<file path="config.mk">
export PLATFORM = sky130hd
export DESIGN_NAME = grev_issue_ctrl
export DESIGN_NICKNAME = d
export VERILOG_FILES = /design/src/rtl/bitmanip_pkg.sv /design/src/rtl/grev_result_fifo.sv /design/src/rtl/grev_issue_ctrl.sv
export SDC_FILE = /design/constraint.sdc
export NUM_CORES = 1
export LEC_CHECK = 0
export CAP_MARGIN = 5
export CORE_MARGIN = 2
export CORE_UTILIZATION = 43
export DETAILED_ROUTE_END_ITERATION = 16
export PLACE_DENSITY = 0.79
export SLEW_MARGIN = 10
export SYNTH_ARGS = -nofsm -noshare
export SYNTH_HDL_FRONTEND = slang
export SYNTH_SLANG_ARGS = --single-unit
</file>
<file path="constraint.sdc">
create_clock -name clock -period 1.4 [get_ports clock]
set_input_delay 0.21 -clock clock [delete_from_list [all_inputs] [get_ports clock]]
set_output_delay 0.21 -clock clock [all_outputs]
set_load 0.03 [all_outputs]
</file>
<file path="src/rtl/bitmanip_pkg.sv">
// rtl/bitmanip_pkg.sv - shared types and default widths for the GREV issue controller
//   Purpose : FSM state encoding, default operand/control/tag widths and the
//             result record used by the GREV issue/writeback path.
//   Ports   : none (package).
package bitmanip_pkg;

  localparam int XLEN    = 32;
  localparam int SHAMT_W = 5;
  localparam int TAG_W   = 4;

  typedef enum logic [1:0] {
    IDLE  = 2'd0,
    ISSUE = 2'd1,
    WAIT  = 2'd2
  } grev_state_t;

  typedef struct packed {
    logic [XLEN-1:0]  rd;
    logic [TAG_W-1:0] tag;
  } grev_result_t;

endpackage

</file>
<file path="src/rtl/grev_result_fifo.sv">
// rtl/grev_result_fifo.sv - in-order synchronous result FIFO
//   Purpose : holds completed {rd,tag} results until downstream takes them.
//             Registered head (no fall-through): a push into an empty FIFO
//             is visible on the next cycle.
//   Ports   : clock, resetn (async, active-low, flushes contents)
//             push/push_data    write side, ignored when full
//             pop/pop_data      read side, ignored when empty; pop_data is the head
//             full/empty/count  occupancy status
module grev_result_fifo #(
  parameter int WIDTH = 36,
  parameter int DEPTH = 2,
  localparam int PTR_W = (DEPTH > 1) ? $clog2(DEPTH) : 1,
  localparam int CNT_W = $clog2(DEPTH + 1)
) (
  input  logic             clock,
  input  logic             resetn,
  input  logic             push,
  input  logic [WIDTH-1:0] push_data,
  input  logic             pop,
  output logic [WIDTH-1:0] pop_data,
  output logic             full,
  output logic             empty,
  output logic [CNT_W-1:0] count
);

  logic [WIDTH-1:0] mem [DEPTH];
  logic [PTR_W-1:0] wr_ptr;
  logic [PTR_W-1:0] rd_ptr;
  logic             do_push;
  logic             do_pop;

  // Explicit wrap so non-power-of-two or single-entry builds stay correct.
  function automatic logic [PTR_W-1:0] ptr_inc(input logic [PTR_W-1:0] p);
    return (p == PTR_W'(DEPTH - 1)) ? '0 : p + 1'b1;
  endfunction

  assign empty    = (count == '0);
  assign full     = (count == CNT_W'(DEPTH));
  assign do_push  = push && !full;
  assign do_pop   = pop && !empty;
  assign pop_data = mem[rd_ptr];

  always_ff @(posedge clock or negedge resetn) begin
    if (!resetn) begin
      wr_ptr <= '0;
      rd_ptr <= '0;
      count  <= '0;
      for (int i = 0; i < DEPTH; i++) begin
        mem[i] <= '0;
      end
    end else begin
      if (do_push) begin
        mem[wr_ptr] <= push_data;
        wr_ptr      <= ptr_inc(wr_ptr);
      end
      if (do_pop) begin
        rd_ptr <= ptr_inc(rd_ptr);
      end
      case ({do_push, do_pop})
        2'b10:   count <= count + 1'b1;
        2'b01:   count <= count - 1'b1;
        default: count <= count;
      endcase
    end
  end

endmodule

</file>
<file path="src/rtl/grev_issue_ctrl.sv">
// rtl/grev_issue_ctrl.sv - issue/writeback controller for the iterative GREV core
//   Purpose : accepts operands over valid/ready, issues one op at a time to the
//             GREV core with a one-cycle start pulse, captures the result in the
//             core_done cycle and returns results in order, with tags, through
//             a small FIFO.
//   Ports   : clock, resetn (async, active-low)
//             in_valid/in_ready, in_rs1, in_rs2, in_tag   operand side
//             core_start, core_rs1, core_rs2              to GREV core
//             core_rd, core_done                          from GREV core
//             out_valid/out_ready, out_rd, out_tag        result side
//   Config  : GREV_ZERO_BYPASS_EN - when defined, an accepted op with in_rs2==0
//             is written straight to the FIFO in the accept cycle without
//             involving the core.
module grev_issue_ctrl #(
  parameter int XLEN       = bitmanip_pkg::XLEN,
  parameter int SHAMT_W    = bitmanip_pkg::SHAMT_W,
  parameter int TAG_W      = bitmanip_pkg::TAG_W,
  parameter int FIFO_DEPTH = 2
) (
  input  logic               clock,
  input  logic               resetn,
  input  logic               in_valid,
  output logic               in_ready,
  input  logic [XLEN-1:0]    in_rs1,
  input  logic [SHAMT_W-1:0] in_rs2,
  input  logic [TAG_W-1:0]   in_tag,
  output logic               core_start,
  output logic [XLEN-1:0]    core_rs1,
  output logic [SHAMT_W-1:0] core_rs2,
  input  logic [XLEN-1:0]    core_rd,
  input  logic               core_done,
  output logic               out_valid,
  input  logic               out_ready,
  output logic [XLEN-1:0]    out_rd,
  output logic [TAG_W-1:0]   out_tag
);

  import bitmanip_pkg::*;

  localparam int RES_W = XLEN + TAG_W;
  localparam int CNT_W = $clog2(FIFO_DEPTH + 1);

  grev_state_t        state;
  logic [TAG_W-1:0]   tag_q;
  logic               accept;
  logic               bypass;
  logic               fifo_push;
  logic               fifo_pop;
  logic [RES_W-1:0]   fifo_wdata;
  logic [RES_W-1:0]   fifo_rdata;
  logic               fifo_full;
  logic               fifo_empty;
  logic [CNT_W-1:0]   fifo_count;

  // Gating with resetn keeps in_ready low while reset is held.
  assign in_ready = resetn && (state == IDLE) && !fifo_full;
  assign accept   = in_valid && in_ready;

`ifdef GREV_ZERO_BYPASS_EN
  assign bypass = accept && (in_rs2 == '0);
`else
  assign bypass = 1'b0;
`endif

  // Bypass can only fire in IDLE and core writes only in WAIT, so the two
  // push sources never collide. core_done outside WAIT is a stale pulse.
  assign fifo_push  = bypass || ((state == WAIT) && core_done);
  assign fifo_wdata = bypass ? {in_rs1, in_tag} : {core_rd, tag_q};
  assign fifo_pop   = out_ready && !fifo_empty;

  always_ff @(posedge clock or negedge resetn) begin
    if (!resetn) begin
      state      <= IDLE;
      core_start <= 1'b0;
      core_rs1   <= '0;
      core_rs2   <= '0;
      tag_q      <= '0;
    end else begin
      core_start <= 1'b0;
      case (state)
        IDLE: begin
          if (accept && !bypass) begin
            core_rs1   <= in_rs1;
            core_rs2   <= in_rs2;
            tag_q      <= in_tag;
            core_start <= 1'b1;
            state      <= ISSUE;
          end
        end
        ISSUE:   state <= WAIT;
        WAIT:    if (core_done) state <= IDLE;
        default: state <= IDLE;
      endcase
    end
  end

  grev_result_fifo #(
    .WIDTH (RES_W),
    .DEPTH (FIFO_DEPTH)
  ) u_fifo (
    .clock     (clock),
    .resetn    (resetn),
    .push      (fifo_push),
    .push_data (fifo_wdata),
    .pop       (fifo_pop),
    .pop_data  (fifo_rdata),
    .full      (fifo_full),
    .empty     (fifo_empty),
    .count     (fifo_count)
  );

  assign out_valid = !fifo_empty;
  assign out_rd    = fifo_rdata[RES_W-1:TAG_W];
  assign out_tag   = fifo_rdata[TAG_W-1:0];

  // The FSM admits a new op only when there is room, so the FIFO can never
  // be pushed while full; occupancy and the empty flag must agree.
  a_fifo_sane: assert property (@(posedge clock) disable iff (!resetn)
    !(fifo_push && fifo_full) && (fifo_empty == (fifo_count == '0)));

endmodule
</file>
==> summary.txt <==
Run status
  – Run status: finished with violations
  – Failing checks: negative setup slack

Clock tree
  – CTS Buffer Depth: 2
  – CTS Buf Count: 17
  – Clk sink count: 120
  – # H-tree levels: 4
  – Worst-skew pair later-pin latency: 0.41 ns
  – CTS tree: done
  – Root Driver: clkbuf_16
  – Clock transition at path regs: 0.06 ns

GRT
  – Total grt overflow: 0
  – First-pass GRT wire length: 22200 um
  – Vias in the first global route: ~4100
  – Largest net degree at the start of global routing: 100
  – Initial antenna violation count: 0
  – Total GRT Usage: 22.5%

Setup path
  – WP data arrival: roughly 1.6 ns
  – CP Buf/Inv Count: 2
  – Slowest-stage cell, CP: dfrtp_2
  – CP Launch Type: flip-flop
  – Max FO, Critical Path: 23
  – CP Capture Type: output port
  – Cell family with most CP delay: buffers and inverters
  – CP required: between 1 and 1.5 ns
  – Kind of critical path: flip-flop to output port
  – Cells along the critical path: buf_12 -> mux2_2 -> clkdlybuf4s15_2
  – Worst path max stage delay: 0.38 ns

STA
  – Worst-Margin Slew: 0.523 ns
  – Final hold vios: 0
  – Skew final: 0.00749 ns
  – Setup WS post-layout: -0.449 ns
  – Final period util: 132%
  – Final setup fails: 156
  – Unrepaired setup endpoints after global routing: yes
  – Final Max Slew Viols: 0
  – Worst slew margin: 65.2%
  – Fmax: 541 MHz
  – Setup_tns: -34.26 ns
  – Crit path time final: 1.85 ns

Pwr
  – Clock power share: 17.9%
  – Peak VDD IR: 0.00150 V
  – P_leak: 4.13 nW
  – Sequential power share: 28.4%
  – Switching Share: 36.5%
  – Cell Int Power: 14.0 mW
  – Tot Pwr: approximately 22 mW
  – NetSw: 8.04 mW
  – PwrDens: between 2000 and 3000 mW/mm^2
  – Combinational power share: 53.7%

Detailed routing
  – Vias per cell: 4.95
  – Initial drt markers: about 140
  – DRC: 0
  – WL per Instance: 19.8 um
  – Vias: 3433
  – Final WL: 13800 um
  – Detailed Routing Iterations Pass 1: 4
  – Antenna-violating nets left: 0

Synth
  – Distinct cell type count after synthesis: 22
  – Gate Count Post-Synth: 305
  – Leading area contributor after synthesis: dfrtp_1
  – Synth top area share: between 50 and 60%
  – Post-Syn Nets: 384
  – Seq/Total Area, Yosys: 56.9%
  – Area contributors post-synth: dfrtp_1, mux2_2, mux2_4
  – Cell area after synthesis: 0.00528 mm^2
  – Yosys warnings: 0
  – #FFs+latches synth: 120
  – Post-Syn Area per Cell: between 15 and 20 um^2

Finish
  – Non-filler instance count after layout: ~690
  – Final Net Count: 613
  – Synthesis-to-finish area growth: 61.0%
  – Ant diodes: 0
  – Fillcell total: 790
  – Layout cells sized above 1: approximately three fifths

Floorplan
  – Die footprint: 0.0132 mm^2
  – Rows: 40
  – Starting Density: 44.0%
  – Core area: 0.0120 mm^2
  – Ports: 154
  – Die width: 115 um
  – Die Y: 115 um

Place
  – Number of buffers added on ports: 153
  – Final GP Congestion: 0.715
  – Post-DP HPWL: 7980 um
  – Placed cells: 622

Hold path
  – Worst Hold Class: primary input to flip-flop

Flow run
  – Max-cap violations: 0
[path summary, 6_finish.rpt]
kind | startpoint | end | slack (ns) | cells past startpoint
min | resetn | core_rs1[6]$_DFFE_PN0P_ | 0.39 | 4
min in group asynchronous | resetn | core_rs1[21]$_DFFE_PN0P_ | 0.47 | 3
max reg2reg | u_fifo.count[1]$_DFFE_PN0P_ | core_rs1[1]$_DFFE_PN0P_ | -0.28 | 8
max | u_fifo.rd_ptr$_DFFE_PN0P_ | out_rd[27] | -0.45 | 3
max in group asynchronous | resetn | u_fifo.mem[10]$_DFFE_PN0P_ | 0.46 | 3
min reg2reg | u_fifo.mem[38]$_DFFE_PN0P_ | u_fifo.mem[38]$_DFFE_PN0P_ | 0.51 | 1
[state kept, by name (all words and copies together), names as in the netlist]
| register | flops |
|---|---|
| state | 2 |
| tag_q | 4 |
| core_start | 1 |
| u_fifo.count | 2 |
| u_fifo.wr_ptr | 1 |
| u_fifo.mem | 72 |
| u_fifo.rd_ptr | 1 |
| core_rs1 | 32 |
| core_rs2 | 5 |
[stage by stage]
stage	util (%)	hold slack [ns]	worst slack (ns)	instance area (um^2)
after CTS	71.4	0.394	-0.479	8570
after global routing	70.8	0.387	-0.498	8500
after detailed placement	60.0	0.265	-0.339	7200
after floorplan	-	-0.0856	-0.0778	5290
after global placement	60.0	0.257	-0.328	7200
final	70.8	0.393	-0.449	8500
[cell usage after synthesis]
cell type and instances:
dfrtp_1 120, mux2_2 89, mux2_4 60, buf_6 7, buf_12 4, buf_2 4, xnor2_1 3, inv_1 2
nor2_1 2, xor2_1 2, and2_1 1, and3_1 1, and4_4 1, ha_1 1, mux2i_1 1, nand2b_1 1
nand2b_4 1, nand3_1 1, nand4_4 1, nand4b_4 1, nor2b_4 1, or2_2 1
[layout by cell type, fill, tap and decap left out, drive strengths merged, types with 2 or more instances in the layout]
master / count
clkdlybuf4s15: 34
nor2: 2
xnor2: 3
clkbuf: 45
xor2: 2
inv: 5
nand2b: 2
mux2: 149
clkinv: 8
buf: 88
dfrtp: 120
clkinvlp: 2
clkdlybuf4s50: 76
[metal layers]
metal | global-route usage, % | wire, um | up-vias
met5 | 0 | 0 | -
met4 | 8.43 | 193 | 0
met3 | 8.54 | 1000 | 21
met2 | 37.4 | 6940 | 129
met1 | 26.6 | 5620 | 1744
li1 | - | - | 1539
[power groups by stage]
| stage | registers (mW) | logic [mW] | clock network [mW] |
|---|---|---|---|
| final | 6.26 | 11.8 | 3.94 |
| after global routing | 6.45 | 12.4 | 4.18 |
| after CTS | 6.16 | 11.6 | 4.00 |
| after detailed placement | 6.17 | 10.6 | 0 |
| after global placement | 6.08 | 10.5 | 0 |
| after floorplan | 7.02 | 5.53 | 0 |
[area by class of cell]
class	instances	area (um^2)	share of cell area [%]
Timing Repair Buffer	225	2430	28.6
Tap cell	147	184	2.16
Multi-Input combinational cell	168	2330	27.5
Clock buffer	19	443	5.21
Clock inverter	13	96.3	1.13
Inverter	2	7.51	0.0883
Sequential cell	120	3000	35.3
[worst min-delay path, delay by kind of cell]
kind,cells,cell delay [ns]
and+or+nand+nor,1,0.13
buffers and inverters,2,0.27
muxes,1,0.15
[cell families after synthesis]
kind of cell | share of synthesized area [%]
XOR/XNOR | 0.830
adder cells (fa/ha/maj) | 0.237
buffers and inverters | 3.53
flip-flops | 56.9
AND/OR/NAND/NOR | 2.30
multiplexers | 36.2
[repair_timing]
action,4_1_cts,5_1_grt
resized for setup,234,118
pin swaps,5,7
endpoints found under the hold margin,120,0
hold buffers,1,0
cloned,10,1
setup buffers,29,13
endpoints found under the setup margin,190,191
Note: power is estimated with default switching activity, not from simulation.
